`src/rtl/hazard_scoreboard_if.sv`:
```
// Decode-side bundle for the hazard scoreboard: pipeline control, the
// decode instruction's operand/destination fields, and the resulting
// forwarding selects, stall request and statistics.
interface hazard_scoreboard_if #(
  parameter int REGW = 5,
  parameter int SELW = 2
);
  logic            advance;
  logic            flush;
  logic            id_valid;
  logic [REGW-1:0] id_rs;
  logic [REGW-1:0] id_rt;
  logic            id_rs_used;
  logic            id_rt_used;
  logic            id_wen;
  logic [REGW-1:0] id_wsel;
  logic            id_is_load;
  logic [SELW-1:0] fwd_rs_sel;
  logic [SELW-1:0] fwd_rt_sel;
  logic            stall;
  logic [SELW-1:0] occupancy;
  logic [15:0]     perf_stalls;

  // pipeline control / decode side
  modport master (
    output advance, flush, id_valid, id_rs, id_rt, id_rs_used, id_rt_used,
           id_wen, id_wsel, id_is_load,
    input  fwd_rs_sel, fwd_rt_sel, stall, occupancy, perf_stalls
  );

  // scoreboard side
  modport slave (
    input  advance, flush, id_valid, id_rs, id_rt, id_rs_used, id_rt_used,
           id_wen, id_wsel, id_is_load,
    output fwd_rs_sel, fwd_rt_sel, stall, occupancy, perf_stalls
  );
endinterface

```
`src/rtl/hazard_scoreboard.sv`:
```
// Hazard / forwarding scoreboard. Keeps a shift structure of the
// destination registers of all in-flight instructions (stage 1 = EX) and
// derives, for the instruction in decode, which stage each source should
// forward from and whether a load-use hazard forces a stall.
module hazard_scoreboard #(
  parameter int STAGES     = 3,
  parameter int REGW       = 5,
  parameter int LOAD_STAGE = 2,
  parameter int SELW       = $clog2(STAGES + 1)
) (
  input logic                CLK,
  input logic                RST,
  hazard_scoreboard_if.slave bus
);

  // tracked entries, index 1 is the youngest (EX)
  logic [STAGES:1]           valid_reg;
  logic [STAGES:1]           load_reg;
  logic [STAGES:1][REGW-1:0] wsel_reg;
  logic [STAGES:1]           valid_next;
  logic [STAGES:1]           load_next;
  logic [STAGES:1][REGW-1:0] wsel_next;
  logic [15:0]               perf_reg;

  logic            ins;
  logic            stall;
  logic            rs_haz;
  logic            rt_haz;
  logic [SELW-1:0] rs_k;
  logic [SELW-1:0] rt_k;
  logic [SELW-1:0] occ;

  // Youngest-writer search: scan oldest to youngest so the lowest matching
  // stage is the last one written and therefore wins.
  always_comb begin
    rs_k   = '0;
    rt_k   = '0;
    rs_haz = 1'b0;
    rt_haz = 1'b0;
    for (int k = STAGES; k >= 1; k--) begin
      if (bus.id_rs_used && (bus.id_rs != '0) && valid_reg[k] &&
          (wsel_reg[k] == bus.id_rs)) begin
        rs_k   = SELW'(k);
        rs_haz = load_reg[k] && (k < LOAD_STAGE);
      end
      if (bus.id_rt_used && (bus.id_rt != '0) && valid_reg[k] &&
          (wsel_reg[k] == bus.id_rt)) begin
        rt_k   = SELW'(k);
        rt_haz = load_reg[k] && (k < LOAD_STAGE);
      end
    end
  end

  // A flush squashes the decode instruction, so it can never also stall.
  assign stall = bus.id_valid & (rs_haz | rt_haz) & ~bus.flush;
  assign ins   = bus.id_valid & bus.id_wen & (bus.id_wsel != '0) &
                 ~bus.flush & ~stall;

  // Load data not yet available: read the register file (sel 0) while stalled.
  assign bus.fwd_rs_sel = rs_haz ? '0 : rs_k;
  assign bus.fwd_rt_sel = rt_haz ? '0 : rt_k;
  assign bus.stall      = stall;

  // Next-state of the shift structure: decode feeds stage 1, the rest shift.
  genvar gi;
  for (gi = 1; gi <= STAGES; gi++) begin : g_entry
    if (gi == 1) begin : g_head
      assign valid_next[gi] = ins;
      assign load_next[gi]  = bus.id_is_load;
      assign wsel_next[gi]  = bus.id_wsel;
    end else begin : g_tail
      assign valid_next[gi] = valid_reg[gi-1];
      assign load_next[gi]  = load_reg[gi-1];
      assign wsel_next[gi]  = wsel_reg[gi-1];
    end
  end

  // Population count of valid entries.
  always_comb begin
    occ = '0;
    for (int k = 1; k <= STAGES; k++) begin
      occ = occ + SELW'(valid_reg[k]);
    end
  end

  assign bus.occupancy   = occ;
  assign bus.perf_stalls = perf_reg;

  // Entry register: shifts only when the pipeline advances.
  always_ff @(posedge CLK or posedge RST) begin
    if (RST) begin
      valid_reg <= '0;
      load_reg  <= '0;
      wsel_reg  <= '0;
    end else if (bus.advance) begin
      valid_reg <= valid_next;
      load_reg  <= load_next;
      wsel_reg  <= wsel_next;
    end
  end

  // Saturating count of stall cycles that actually cost an advance.
  always_ff @(posedge CLK or posedge RST) begin
    if (RST) begin
      perf_reg <= '0;
    end else if (bus.advance && stall && (perf_reg != 16'hFFFF)) begin
      perf_reg <= perf_reg + 16'd1;
    end
  end

endmodule

```
`src/flat_wrapper.sv`:
```
// flat-port wrapper written by rule: the top's interface ports become plain ports
module hazard_scoreboard_flat 
#(
  parameter int STAGES     = 3,
  parameter int REGW       = 5,
  parameter int LOAD_STAGE = 2,
  parameter int SELW       = $clog2(STAGES + 1)
)
  (CLK, RST, bus_advance, bus_flush, bus_id_valid, bus_id_rs, bus_id_rt, bus_id_rs_used, bus_id_rt_used, bus_id_wen, bus_id_wsel, bus_id_is_load, bus_fwd_rs_sel, bus_fwd_rt_sel, bus_stall, bus_occupancy, bus_perf_stalls);
  hazard_scoreboard_if #(.REGW(REGW), .SELW(SELW)) bus_i ();
  input logic CLK;
  input logic RST;
  input wire logic [$bits(bus_i.advance)-1:0] bus_advance;
  input wire logic [$bits(bus_i.flush)-1:0] bus_flush;
  input wire logic [$bits(bus_i.id_valid)-1:0] bus_id_valid;
  input wire logic [$bits(bus_i.id_rs)-1:0] bus_id_rs;
  input wire logic [$bits(bus_i.id_rt)-1:0] bus_id_rt;
  input wire logic [$bits(bus_i.id_rs_used)-1:0] bus_id_rs_used;
  input wire logic [$bits(bus_i.id_rt_used)-1:0] bus_id_rt_used;
  input wire logic [$bits(bus_i.id_wen)-1:0] bus_id_wen;
  input wire logic [$bits(bus_i.id_wsel)-1:0] bus_id_wsel;
  input wire logic [$bits(bus_i.id_is_load)-1:0] bus_id_is_load;
  output wire logic [$bits(bus_i.fwd_rs_sel)-1:0] bus_fwd_rs_sel;
  output wire logic [$bits(bus_i.fwd_rt_sel)-1:0] bus_fwd_rt_sel;
  output wire logic [$bits(bus_i.stall)-1:0] bus_stall;
  output wire logic [$bits(bus_i.occupancy)-1:0] bus_occupancy;
  output wire logic [$bits(bus_i.perf_stalls)-1:0] bus_perf_stalls;
  assign bus_i.advance = bus_advance;
  assign bus_i.flush = bus_flush;
  assign bus_i.id_valid = bus_id_valid;
  assign bus_i.id_rs = bus_id_rs;
  assign bus_i.id_rt = bus_id_rt;
  assign bus_i.id_rs_used = bus_id_rs_used;
  assign bus_i.id_rt_used = bus_id_rt_used;
  assign bus_i.id_wen = bus_id_wen;
  assign bus_i.id_wsel = bus_id_wsel;
  assign bus_i.id_is_load = bus_id_is_load;
  assign bus_fwd_rs_sel = bus_i.fwd_rs_sel;
  assign bus_fwd_rt_sel = bus_i.fwd_rt_sel;
  assign bus_stall = bus_i.stall;
  assign bus_occupancy = bus_i.occupancy;
  assign bus_perf_stalls = bus_i.perf_stalls;
  hazard_scoreboard #(.STAGES(STAGES), .REGW(REGW), .LOAD_STAGE(LOAD_STAGE), .SELW(SELW)) u_core (.CLK(CLK), .RST(RST), .bus(bus_i));
endmodule
```
`config.mk`:
```
export PLATFORM = sky130hd
export DESIGN_NAME = hazard_scoreboard_flat
export DESIGN_NICKNAME = d
export VERILOG_FILES = /design/src/rtl/hazard_scoreboard_if.sv /design/src/rtl/hazard_scoreboard.sv /design/src/flat_wrapper.sv
export SDC_FILE = /design/constraint.sdc
export NUM_CORES = 1
export LEC_CHECK = 0
export BUFFER_PORTS_ARGS = -buffer_cell sky130_fd_sc_hd__buf_2
export CORE_UTILIZATION = 53
export DETAILED_ROUTE_END_ITERATION = 10
export GPL_TIMING_DRIVEN = 0
export PLACE_DENSITY = 0.79
export SETUP_SLACK_MARGIN = 0.3
export SLEW_MARGIN = 10
export SYNTH_ARGS = -nofsm -noshare
export SYNTH_HDL_FRONTEND = slang
export SYNTH_SLANG_ARGS = --single-unit
```
`constraint.sdc`:
```
create_clock -name CLK -period 2.4 [get_ports CLK]
set_input_delay 0.24 -clock CLK [delete_from_list [all_inputs] [get_ports CLK]]
set_output_delay 0.24 -clock CLK [all_outputs]
set_load 0.01 [all_outputs]
```
==> impl_results.md <==
- Status: completed
- Final min period: 2.336 ns
- Maxcap violations: 0
- Drt via density: 5.544
- Top cell type's share of synthesized area: 43.72%
- EDFF count, synth: 0
- Worst setup EP type: output port
- Nets: 273
- PortBufs: 46
- Initial antenna violation count: 0
- Hold slack: 0.06248 ns
- Max incr delay on CP: 0.44 ns
- Power per cell area: 506.1 nW/um^2
- Starting Density: 57.76%
- Final setup margin: 0.06414 ns
- Antenna-violating nets left: 0
- Syn nets: 206
- HP Class: in -> async
- Highest-count cells in the layout ignoring fill and taps: buf_2 (46), dfrtp_1 (34), xnor2_1 (24)
- Root Buffer: clkbuf_8
- Largest area contributor in the netlist: dfrtp_1
- Synthesis-stage register bit count: 35
- Place WS: 0.07535 ns
- Routability Congestion: 0.8793
- Slew margin rel.: 52.00%
- Largest cells by area after synthesis: dfrtp_1 (44%), xnor2_1 (11%), mux2_2 (11%)
- CTS tree: built
- FP Rows: 21
- Area Growth Syn to Fin: 32.29%
- DRT Pass-1 Iters: 4
- Placed cell count: 272
- Worst Path Required: 2.16 ns
- Seq/Total Area, Yosys: 43.72%
- CP max-delay cell: or4_4
- Most common cell after layout, fill and taps aside: buf_2
- Peak VDD IR: 631.8 uV
- Slew @ Worst Pin: 0.7189 ns
- Unique masters post-synth: 34
- Mapped cell area: 2003 um^2
- Fmax: 0.4281 GHz
- Mapped Avg Cell Area: 11.13 um^2
- Routed via count: 1,630
- I/O pin count: 47
- Vias in the first global route: 1,541
- Post-synth top flop: dfrtp_1
- CP Class: reg -> out
- Buf/Inv on CP: 2
- CP arrival: 2.10 ns
- Synth Warn #: 0
- Post-Layout Cell Count: 294
- Clk sink count: 35
- Avg WL per Cell: 16.25 um
- Final period util: 97.33%
- Critical path cell sequence: xnor2_1 -> nand4_1 -> or4_4 -> and2_4 -> buf_8 -> nor2b_4 -> and3b_1 -> buf_2
- Worst Setup Start Kind: flip-flop
- Clk pin slew, worst setup/hold paths: 0.07 ns
- Die ar.: 4030 um^2
- Max reg flops: 16
- Pins Over Slew Limit: 0
- Largest net degree at the start of global routing: 36
- Total global-route track usage: 24.24%
- HPWL reported at the end of detailed placement: 3188 um
- DR DRC count: 0
- Share of cells above drive strength 1: 41.94%
- Post-synth ARST share: 100.0%
- Fin. Hold Viols: 0
- First-pass GRT wire length: 7569 um
- Post-Route WL: 4777 um
- P_leak: 0.001305 uW
- H-tree levels: 2
- Post-Syn Instances: 180
- Worst Skew: 0.008193 ns
- Delay-heaviest family, CP: simple AND/OR/NAND/NOR gates
- Grt total ovfl: 0
- Final-report setup violation count: 0
- Die width: 63.48 um
- Worst-path fanout max: 4
- Bufs on Longest Clock Path: 2
- Hold_buf cts: 0
- Worst-skew pair later-pin latency: 0.29 ns
- Unrepaired setup endpoints after global routing: true
- DIE HEIGHT: 63.48 um
- CTS Buf Count: 5
- Core area: 3468 um^2
- ANT cells: 0
- DR iter-0 viols: 135
[final timing paths]
kind                       cells after the start  slack [ns]                          to                  startpoint
setup / recovery                               8        0.06                   bus_stall         u_core.wsel_next[8]
hold / removal                                 2        0.06  u_core.bus.perf_stalls[15]                         RST
setup reg to reg                               9        0.11   u_core.bus.perf_stalls[8]         u_core.wsel_next[8]
hold reg to reg                                1        0.49  u_core.bus.perf_stalls[15]  u_core.bus.perf_stalls[15]
max in group asynchronous                      2        1.83         u_core.wsel_next[9]                         RST
min in group CLK                               2        0.20         u_core.wsel_next[6]              bus_id_wsel[1]
[synthesized netlist by cell type, types with 2 or more instances]
| cell | n |
|---|---|
| o21a_1 | 2 |
| and3b_1 | 2 |
| dfrtp_1 | 35 |
| nor3_1 | 4 |
| xnor2_1 | 25 |
| xor2_1 | 20 |
| clkbuf_1 | 2 |
| nor2_1 | 6 |
| inv_1 | 2 |
| nand3_1 | 7 |
| or3_1 | 2 |
| or4_4 | 2 |
| nand2_1 | 13 |
| o21ai_0 | 2 |
| nor4_2 | 3 |
| or4_1 | 3 |
| nor4_1 | 5 |
| o211ai_1 | 3 |
| nand4_1 | 9 |
| mux2_2 | 19 |
[area by class of cell]
type	count	area, um^2
clock inverters	1	5.005
clock buffers	7	76.32
flip-flops and latches	35	877.1
plain buffers	3	22.52
multi-input cells	140	1231
repair buffers	60	372.9
fillers	254	818.3
well taps	46	57.56
inverters	2	7.507
[cell families after synthesis]
kind of cell | after synthesis | synth area share [%]
adder cells (fa/ha/maj) | 2 | 1.624
AND/OR/NAND/NOR | 61 | 18.11
XOR/XNOR | 45 | 19.68
flip-flops | 35 | 43.72
AO/OA/AOI/OAI | 13 | 4.872
buffers and inverters | 5 | 1.312
multiplexers | 19 | 10.68
[per-layer routing]
metal / global-route usage [%] / routed length, um
met1: 35.25 / 2208
met2: 37.63 / 2368
met3: 4.529 / 171
met4: 4.830 / 27
met5: 0 / 0
[timing repair]
item	in CTS	in global routing
setup buffers	9	4
endpoints found under the setup margin	16	21
cloned	0	1
resized for setup	14	14
pin swaps	19	12
hold endpoints to repair	0	0
[power by group]
group,switching (uW),total (uW),internal (uW)
registers,62.8,697,634
logic,98.8,230,131
clock network,211,415,204
[metrics by stage]
stage,total power [uW],setup TNS [ns],cell area (um^2),utilization (%)
final,1341,0,2650,76.41
after global routing,1399,-0.07023,2650,76.41
after CTS,1334,0,2529,72.91
after detailed placement,917.0,0,2291,66.05
after global placement,908.5,0,2291,66.05
after floorplan,843.7,0,2003,-
Power figures use the tool's default switching activity.
